--- src/rtl/ram_arbiter_pkg.sv ---
// Shared types and constants for the two-port block-RAM front end.
// The state encoding and grant encoding are visible to debug logic and checkers.
package ram_arbiter_pkg;

  typedef enum logic [1:0] {
    IDLE = 2'd0,
    ACC1 = 2'd1,
    ACC2 = 2'd2,
    DONE = 2'd3
  } state_t;

  localparam logic GNT_CPU = 1'b0;
  localparam logic GNT_VID = 1'b1;

  localparam int ACCESS_CYCLES = 4;

  // The RAM has no lane steering, so a byte write drives the byte on every lane.
  function automatic logic [31:0] replicate_byte(input logic [7:0] b);
    return {4{b}};
  endfunction

endpackage

--- src/rtl/ram_arb_pick.sv ---
// Combinational grant selector: one requester wins outright; on a tie, either
// fixed video priority or alternation against the previous grant.
module ram_arb_pick
  import ram_arbiter_pkg::*;
#(
  parameter bit VID_PRIO = 1'b0
) (
  input  logic i_cpu_req,
  input  logic i_vid_req,
  input  logic i_last_grant,
  output logic o_valid,
  output logic o_grant
);

  always_comb begin
    o_valid = i_cpu_req | i_vid_req;
    o_grant = GNT_CPU;
    if (i_cpu_req && i_vid_req) begin
      o_grant = VID_PRIO ? GNT_VID : ~i_last_grant;
    end else if (i_vid_req) begin
      o_grant = GNT_VID;
    end
  end

endmodule

--- src/rtl/ram_arbiter.sv ---
// Two-port front end for the 512 KB block RAM: arbitrates CPU and video ports
// and sequences each access through IDLE -> ACC1 -> ACC2 -> DONE.
module ram_arbiter
  import ram_arbiter_pkg::*;
#(
  parameter int AW       = 19,
  parameter bit VID_PRIO = 1'b0
) (
  input  logic          i_clk,
  input  logic          i_rst,
  // Handshake: a requester raises req with stable command fields and holds
  // both until it sees the one-cycle ack; req is not sampled during DONE.
  input  logic          i_cpu_req,
  input  logic          i_cpu_wr,
  input  logic          i_cpu_be,
  input  logic [AW-1:0] i_cpu_adr,
  input  logic [31:0]   i_cpu_wdata,
  output logic [31:0]   o_cpu_rdata,
  output logic          o_cpu_ack,
  input  logic          i_vid_req,
  input  logic [AW-3:0] i_vid_adr,
  output logic [31:0]   o_vid_rdata,
  output logic          o_vid_ack,
  output logic          o_ram_wr,
  output logic          o_ram_be,
  output logic [AW-1:0] o_ram_adr,
  output logic [31:0]   o_ram_wdata,
  input  logic [31:0]   i_ram_rdata,
  output state_t        o_dbg_state
);

  state_t        r_state;
  state_t        w_state_nxt;
  logic          w_load;
  logic          w_finish;
  logic          w_pick_valid;
  logic          w_pick_grant;

  logic          r_grant;
  logic          r_ram_wr;
  logic          r_ram_be;
  logic [AW-1:0] r_ram_adr;
  logic [31:0]   r_ram_wdata;
  logic [31:0]   r_cpu_rdata;
  logic [31:0]   r_vid_rdata;
  logic          r_cpu_ack;
  logic          r_vid_ack;

  ram_arb_pick #(
    .VID_PRIO (VID_PRIO)
  ) u_pick (
    .i_cpu_req    (i_cpu_req),
    .i_vid_req    (i_vid_req),
    .i_last_grant (r_grant),
    .o_valid      (w_pick_valid),
    .o_grant      (w_pick_grant)
  );

  always_comb begin
    w_state_nxt = r_state;
    w_load      = 1'b0;
    w_finish    = 1'b0;
    case (r_state)
      IDLE: begin
        if (w_pick_valid) begin
          w_load      = 1'b1;
          w_state_nxt = ACC1;
        end
      end
      ACC1: w_state_nxt = ACC2;
      ACC2: begin
        w_finish    = 1'b1;
        w_state_nxt = DONE;
      end
      DONE:    w_state_nxt = IDLE;
      default: w_state_nxt = IDLE;
    endcase
  end

  always_ff @(posedge i_clk or posedge i_rst) begin
    if (i_rst) begin
      r_state <= IDLE;
    end else begin
      r_state <= w_state_nxt;
    end
  end

  // r_grant doubles as last_grant: it is rewritten on every grant.
  always_ff @(posedge i_clk or posedge i_rst) begin
    if (i_rst) begin
      r_grant     <= GNT_CPU;
      r_ram_wr    <= 1'b0;
      r_ram_be    <= 1'b0;
      r_ram_adr   <= '0;
      r_ram_wdata <= '0;
      r_cpu_rdata <= '0;
      r_vid_rdata <= '0;
      r_cpu_ack   <= 1'b0;
      r_vid_ack   <= 1'b0;
    end else begin
      r_cpu_ack <= 1'b0;
      r_vid_ack <= 1'b0;
      if (w_load) begin
        r_grant <= w_pick_grant;
        if (w_pick_grant == GNT_CPU) begin
          r_ram_adr   <= i_cpu_adr;
          r_ram_be    <= i_cpu_be;
          r_ram_wr    <= i_cpu_wr;
          r_ram_wdata <= i_cpu_be ? replicate_byte(i_cpu_wdata[7:0]) : i_cpu_wdata;
        end else begin
          r_ram_adr <= {i_vid_adr, 2'b00};
          r_ram_be  <= 1'b0;
          r_ram_wr  <= 1'b0;
        end
      end
      // Write strobe spans ACC1 and ACC2 so one lands on an active RAM phase.
      if (w_finish) begin
        r_ram_wr <= 1'b0;
        if (r_grant == GNT_VID) begin
          r_vid_ack   <= 1'b1;
          r_vid_rdata <= i_ram_rdata;
        end else begin
          r_cpu_ack <= 1'b1;
          if (!r_ram_wr) begin
            r_cpu_rdata <= i_ram_rdata;
          end
        end
      end
    end
  end

  assign o_cpu_rdata = r_cpu_rdata;
  assign o_cpu_ack   = r_cpu_ack;
  assign o_vid_rdata = r_vid_rdata;
  assign o_vid_ack   = r_vid_ack;
  assign o_ram_wr    = r_ram_wr;
  assign o_ram_be    = r_ram_be;
  assign o_ram_adr   = r_ram_adr;
  assign o_ram_wdata = r_ram_wdata;
  assign o_dbg_state = r_state;

endmodule
--- config.mk ---
export PLATFORM = sky130hd
export DESIGN_NAME = ram_arbiter
export DESIGN_NICKNAME = d
export VERILOG_FILES = /design/src/rtl/ram_arbiter_pkg.sv /design/src/rtl/ram_arb_pick.sv /design/src/rtl/ram_arbiter.sv
export SDC_FILE = /design/constraint.sdc
export NUM_CORES = 1
export LEC_CHECK = 0
export BUFFER_PORTS_ARGS = -buffer_cell sky130_fd_sc_hd__buf_2
export CELL_PAD_IN_SITES_DETAIL_PLACEMENT = 1
export CELL_PAD_IN_SITES_GLOBAL_PLACEMENT = 1
export CORE_UTILIZATION = 39
export CTS_CLUSTER_SIZE = 24
export DETAILED_ROUTE_END_ITERATION = 8
export GPL_TIMING_DRIVEN = 0
export PLACE_DENSITY = 0.83
export SLEW_MARGIN = 10
export SYNTH_ARGS = -nofsm -noshare
export SYNTH_HDL_FRONTEND = slang
export SYNTH_SLANG_ARGS = --single-unit
--- constraint.sdc ---
create_clock -name i_clk -period 9.4 [get_ports i_clk]
set_input_delay 1.41 -clock i_clk [delete_from_list [all_inputs] [get_ports i_clk]]
set_output_delay 1.41 -clock i_clk [all_outputs]
set_load 0.05 [all_outputs]
==> flow_metrics.py, run 1 <==
metrics = {
    "cts": {
        "clock_latency_ns": 0.40,
        "cts_setup_buffers": 0,
        "htree_levels": 4,
        "root_buffer": "clkbuf_16",
        "cts_hold_buf": 0,
        "clock-sinks": 122,
        "cts_tree": "built",
        "cts-resized-gates": 0,
        "cts_made_buffers": 17,
        "clk_pin_slew_worst_paths_ns": 0.05,
        "clock_path_buffers": 2,
    },
    "run_status": {
        "status": "finished clean",
    },
    "synthesis": {
        "synth-adder-area-share_pct": 0.505,
        "syn-instance-count": 353,
        "ys_seq_area_share_pct": 61.6,
        "synth_top_area_share_pct": 61.6,
        "synth_mux_area_share_pct": 22.0,
        "synth_area_mm2": 0.00496,
        "synth_top_family_by_area": "multiplexers",
        "synth_area_leaders": "dfrtp_1 (62%), mux2_2 (21%), a221o_1 (3.4%)",
        "synth-xor-area-share_pct": 0,
        "synth_fp_nets": 461,
        "avgSynthCellArea_um2": 14.1,
        "ys_warn_count": 0,
        "synth.distinct_cells": 24,
        "synth_top_cell_by_area": "dfrtp_1",
        "synth_compound_area_share_pct": 7.42,
        "synth.ff_latch_count": 122,
        "synthSimpleGateAreaFrac_pct": 3.46,
    },
    "timing": {
        "slew_headroom_pct": 65.6,
        "rsz0062_at_grt": "no",
        "slew_viol_final": 0,
        "fmax_mhz": 398,
        "post-route-min-period_ns": 2.51,
        "fin_crit_sh_pct": 26.7,
        "worst_slew_pin_slew_ns": 0.515,
        "tns_ns": 0,
        "worst_clock_skew_ns": 0.00621,
        "setup_viol": 0,
        "hold_violations": 0,
    },
    "placement": {
        "hpwl_mm": 10.6,
        "dp.cells": 748,
        "portBuffers": 226,
        "gp_congestion": 0.712,
    },
    "drt": {
        "drc": 0,
        "drt-total-wl_mm": 14.4,
        "drt-pass1-iter-count": 4,
        "via_per_inst": 4.91,
        "drtAntennaViolNets": 0,
        "drt_iter0_drc": 164,
        "num_vias": 3824,
        "wl_per_cell_um": 18.4,
    },
    "critical_path": {
        "crit_path_end_kind": "output pin",
        "r2r-start": "o_dbg_state[0]",
        "path_delay_family": "flip-flops",
        "cp.buffers_inverters": 1,
        "slowest_stage": "dfrtp_1",
        "path_cells": "buf_2",
        "crit_fanout": 4,
        "path_class": "reg2out",
        "crit_arrival_ns": 1.10,
        "r2r-end": "o_cpu_rdata[12]",
        "setup.worst_path.start_class": "flop",
        "slowest_delay_ns": 0.39,
        "crit_required_ns": 7.99,
        "reg2regPathDepth": 7,
        "reg2reg_setup_slack_ns": 7.57,
    },
    "final_layout": {
        "mostFrequentLayoutCell": "buf_2",
        "layout_common_cells": "buf_2 (231), dfrtp_1 (122), mux2_2 (91)",
        "area_growth_pct": 39.5,
        "num_antenna_cells": 0,
        "nNetsFinal": 707,
        "fillCellCount": 1361,
        "drive_gt1_share_pct": 59.2,
        "layoutNonFillerInstCount": 779,
    },
    "die": {
        "initial_utilization_pct": 40.6,
        "rows": 40,
        "core_mm2": 0.0122,
        "die_w_um": 115,
        "die_area_mm2": 0.0132,
        "io_pins": 227,
        "fp.dieH_um": 115,
    },
    "min_path": {
        "worstHoldEndpoint": "o_cpu_rdata[24]",
        "hp-start": "o_cpu_rdata[24]",
        "hold_path_class": "reg2reg",
        "holdPathStages": 1,
    },
    "global_route": {
        "grt-ovfl-total": 0,
        "antenna_found_initial": 0,
        "grt_max_degree": 81,
        "grt_use_total_pct": 22.8,
        "first_global_vias": 4229,
        "grt_pass1_wl_mm": 22.2,
    },
    "job": {
        "drv_cap": 0,
    },
}
## logic make-up after synthesis
family | after synthesis
multiplexers | 97
adder cells (fa/ha/maj) | 2
buffers and inverters | 48
AO/OA/AOI/OAI | 51
flip-flops | 122
AND/OR/NAND/NOR | 33
## final cells by class
type | instances | area [um^2] | share of cell area [%]
flip-flops and latches | 122 | 3050 | 44.1
repair buffers | 227 | 1160 | 16.8
plain buffers | 19 | 141 | 2.04
inverters | 29 | 114 | 1.65
well taps | 168 | 210 | 3.04
multi-input cells | 183 | 1660 | 24.0
clock inverters | 6 | 87.6 | 1.27
clock buffers | 25 | 495 | 7.16
## worst max-delay path by stage
stage	startpoint	end	slack, ns	cells after the start
CTS	o_dbg_state[1]	o_dbg_state[1]	6.87	1
global placement	i_rst	o_ram_adr[15]	3.55	2
floorplan	i_rst	o_cpu_ack	4.75	1
finish	o_dbg_state[1]	o_dbg_state[1]	6.89	1
detailed placement	i_vid_req	o_ram_adr[16]	6.80	6
global route	o_dbg_state[1]	o_dbg_state[1]	6.84	1
## worst reg2reg max path: stages, from the launching register on
cell	delay, ns
dfrtp_1	0.37
inv_1	0.10
ha_1	0.21
nor2b_1	0.17
nor2b_1	0.13
buf_2	0.18
buf_6	0.19
mux2_2	0.37
## metal layers
metal	vias to the layer above	track usage, %	part of all wire (%)
li1	1720	-	-
met1	1903	23.8	37
met2	178	41.9	53
met3	23	8.12	8.4
met4	0	8.83	2.0
met5	-	0	0
## cell usage after synthesis, drive strengths merged
cell type	instances
o2111ai	1
a21o	1
and2	17
dfrtp	122
o211a	1
a31oi	1
nor2b	2
a22o	3
ha	2
a221o	17
nand2	12
inv	29
a21oi	2
buf	14
mux2	97
clkbuf	5
nor2	2
o21ai	25
## sequential cells by signal, summed over array words and instances, names as in the netlist
signal and flops:
o_cpu_ack 1, o_vid_rdata 32, o_ram_be 1, o_ram_wr 1, o_ram_adr 19, r_grant 1, o_ram_wdata 32, o_vid_ack 1
o_cpu_rdata 32, o_dbg_state 2
## stage by stage
stage	util [%]	hold WS, ns	setup slack [ns]	instance area, um^2
global placement	51.6	0.464	3.55	6300
global route	56.6	0.503	6.84	6920
floorplan	-	0.510	4.75	4960
finish	56.6	0.479	6.89	6920
detailed placement	51.9	0.474	6.80	6330
CTS	56.6	0.485	6.87	6920
Power of run 1 is not shown: default switching activity piles up to over one toggle a cycle in this logic, so the estimate is an artifact.
==> run 2, diff against run 1 <==
ABC_AREA = 1   (was unset)
CORE_UTILIZATION = 30   (was 39)
PLACE_DENSITY = 0.73   (was 0.83)
clock period = 2.3 ns   (was 9.4 ns; I/O delays follow)
==> run 2 against run 1 <==
Core utilization fell by 14 points. Worst hold slack got worse by 0.44 ns. Largest cell class unchanged. Non-clock buffer count rose by 18.
==> flow_metrics.py, run 2 <==
metrics = {
    "cts": {
        "root_buffer": "clkbuf_16",
        "clk_pin_slew_worst_paths_ns": 0.06,
        "cts_setup_buffers": 0,
        "clock-sinks": 122,
        "cts_tree": "built",
        "cts-resized-gates": 0,
        "htree_levels": 4,
        "cts_made_buffers": 17,
        "clock_path_buffers": 2,
        "cts_hold_buf": 0,
        "clock_latency_ns": 0.41,
    },
    "final_layout": {
        "drive_gt1_share_pct": 34.9,
        "mostFrequentLayoutCell": "buf_2",
        "finalInstanceArea_mm2": 0.00707,
        "area_growth_pct": 40.0,
        "fin_util_pct": 42.8,
        "layout_common_cells": "buf_2 (250), nand2_1 (211), dfrtp_1 (122)",
        "nNetsFinal": 930,
    },
    "die": {
        "fp.dieH_um": 132,
        "die_w_um": 132,
        "rows": 47,
        "die_area_mm2": 0.0174,
        "initial_utilization_pct": 30.6,
        "core_mm2": 0.0165,
        "io_pins": 227,
    },
    "timing": {
        "hold_violations": 0,
        "worst_clock_skew_ns": 0.00705,
        "worst_slew_pin_slew_ns": 0.710,
        "whs_ns": 0.0382,
        "rsz0062_at_grt": "no",
        "slew_viol_final": 0,
        "fmax_mhz": 588,
        "fin_crit_sh_pct": 73.9,
        "slew_headroom_pct": 52.5,
        "layout_setup_ws_ns": 0.601,
        "post-route-min-period_ns": 1.70,
        "setup_viol": 0,
    },
    "job": {
        "drv_cap": 0,
    },
    "drt": {
        "via_per_inst": 4.63,
        "drtAntennaViolNets": 0,
        "wl_per_cell_um": 16.2,
        "drt-pass1-iter-count": 4,
        "drt_iter0_drc": 140,
        "drt-total-wl_mm": 17.0,
        "num_vias": 4877,
        "drc": 0,
    },
    "synthesis": {
        "synth.ff_latch_count": 122,
        "syn-instance-count": 575,
        "ys_seq_area_share_pct": 60.5,
        "synthArstFlopShare_pct": 100,
        "ys_warn_count": 0,
        "synth_top_area_share_pct": 60.5,
        "synth.distinct_cells": 18,
        "synth_fp_nets": 683,
        "ys_top_cells_by_count": "nand2_1 (211), dfrtp_1 (122), nand3_1 (69), o21ai_0 (67), inv_1 (38)",
        "synth.most_common_cell": "nand2_1",
        "synth_top_cell_by_area": "dfrtp_1",
        "synth_area_mm2": 0.00505,
        "avgSynthCellArea_um2": 8.78,
        "synth-main-ff-cell": "dfrtp_1",
        "synth-edff-count": 0,
        "synth_area_leaders": "dfrtp_1 (60%), nand2_1 (16%), nand3_1 (6.8%)",
    },
    "global_route": {
        "antenna_found_initial": 0,
        "grt-ovfl-total": 0,
        "grt_max_degree": 37,
        "grt_use_total_pct": 20.6,
        "first_global_vias": 5230,
        "grt_pass1_wl_mm": 27.9,
    },
    "critical_path": {
        "crit_required_ns": 2.63,
        "crit_arrival_ns": 2.03,
        "path_class": "reg2reg",
        "slowest_stage": "buf_1",
        "crit_path_end_kind": "flop",
        "path_cells": "inv_1, ha_1, nand2_1, buf_2, buf_1, nand2_1, o21ai_0",
        "crit_top_cell": "nand2_1",
        "slowest_delay_ns": 0.40,
        "crit_fanout": 10,
        "setup.worst_path.start_class": "flop",
    },
    "min_path": {
        "hold_path_class": "in2async",
    },
    "placement": {
        "portBuffers": 225,
        "place_ws_ns": 0.579,
        "dpl_cell_area_mm2": 0.00652,
        "gp_congestion": 0.790,
        "hpwl_mm": 12.7,
    },
    "run_status": {
        "status": "finished clean",
    },
    "pwr": {
        "ir_worst_vdd_mv": 0.692,
        "p_leak_nw": 3.99,
        "p_per_area_mw_per_mm2": 1880,
        "finalPower_mw": 13.3,
    },
}
==> run 2: cell count changes in the layout (fill, tap and decap cells not counted), moves of 10 or more <==
cell	previous run	this run
nand2_1	12	211
o21ai_0	24	67
nand4_1	0	18
mux2_2	91	0
buf_2	231	250
and2_1	17	0
nand3_1	0	69
inv_1	27	37
a221o_1	17	0
==> run 2: worst paths after layout <==
kind                            startpoint               to  slack (ns)  cells after the start
max in group asynchronous            i_rst   o_vid_rdata[3]        1.43                      4
setup / recovery            o_dbg_state[0]  o_vid_rdata[17]        0.60                      7
hold reg to reg            o_ram_wdata[14]  o_ram_wdata[14]        0.47                      2
min in group i_clk            i_cpu_adr[0]     o_ram_adr[0]        0.16                      3
hold / removal                       i_rst    o_ram_adr[14]        0.04                      2
setup reg to reg            o_dbg_state[0]  o_vid_rdata[17]        0.60                      7
==> run 2: final cells by class <==
type / count / area [um^2]
Fill cell: 2042 / 9450
Sequential cell: 122 / 3050
Multi-Input combinational cell: 378 / 1680
Timing Repair Buffer: 228 / 1190
Clock buffer: 22 / 484
Tap cell: 220 / 275
Buffer: 36 / 170
Inverter: 39 / 150
Clock inverter: 8 / 70.1
Antenna cell: 1 / 2.50
==> run 2: metal layers <==
metal | vias up | routed length (um) | global-route usage, %
li1 | 2346 | - | -
met1 | 2334 | 7450 | 25.3
met2 | 183 | 7980 | 33.6
met3 | 14 | 1440 | 7.34
met4 | 0 | 172 | 6.65
met5 | - | 0 | 0
==> run 2: cells by family (layout without fill, tap and decap cells) <==
kind of cell               count (synthesis)  after routing  share of synthesized area, %
and+or+nand+nor                          307            307                          25.9
DFF                                      122            122                          60.5
buffers and inverters                     75            333                          6.27
AOI/OAI and AO/OA                         69             69                          6.91
adders and majority gates                  2              2                         0.495
other                                      0              1                             0
==> run 2: power breakdown <==
| group | internal, mW | leakage (nW) | total [mW] | switching [mW] |
|---|---|---|---|---|
| logic | 1.48 | 2.21 | 7.03 | 5.55 |
| clock network | 1.58 | 0.273 | 2.52 | 0.947 |
| registers | 3.19 | 1.51 | 3.76 | 0.563 |
| total | 6.25 | 3.99 | 13.3 | 7.06 |
==> run 2: critical path, delay by kind of cell (launching register included) <==
family,cells,cell delay [ns]
adders and majority gates,1,0.24
AOI/OAI and AO/OA,1,0.10
buffers and inverters,3,0.70
DFF,1,0.36
and+or+nand+nor,2,0.21
==> run 2: through the flow <==
step,setup TNS (ns),std cells
2_1_floorplan,0,575
3_3_place_gp,-56.34,1020
3_5_place_dp,0,1023
4_1_cts,0,1053
5_1_grt,0,1053
6_report,0,1054
(Power assumes the default switching activity.)
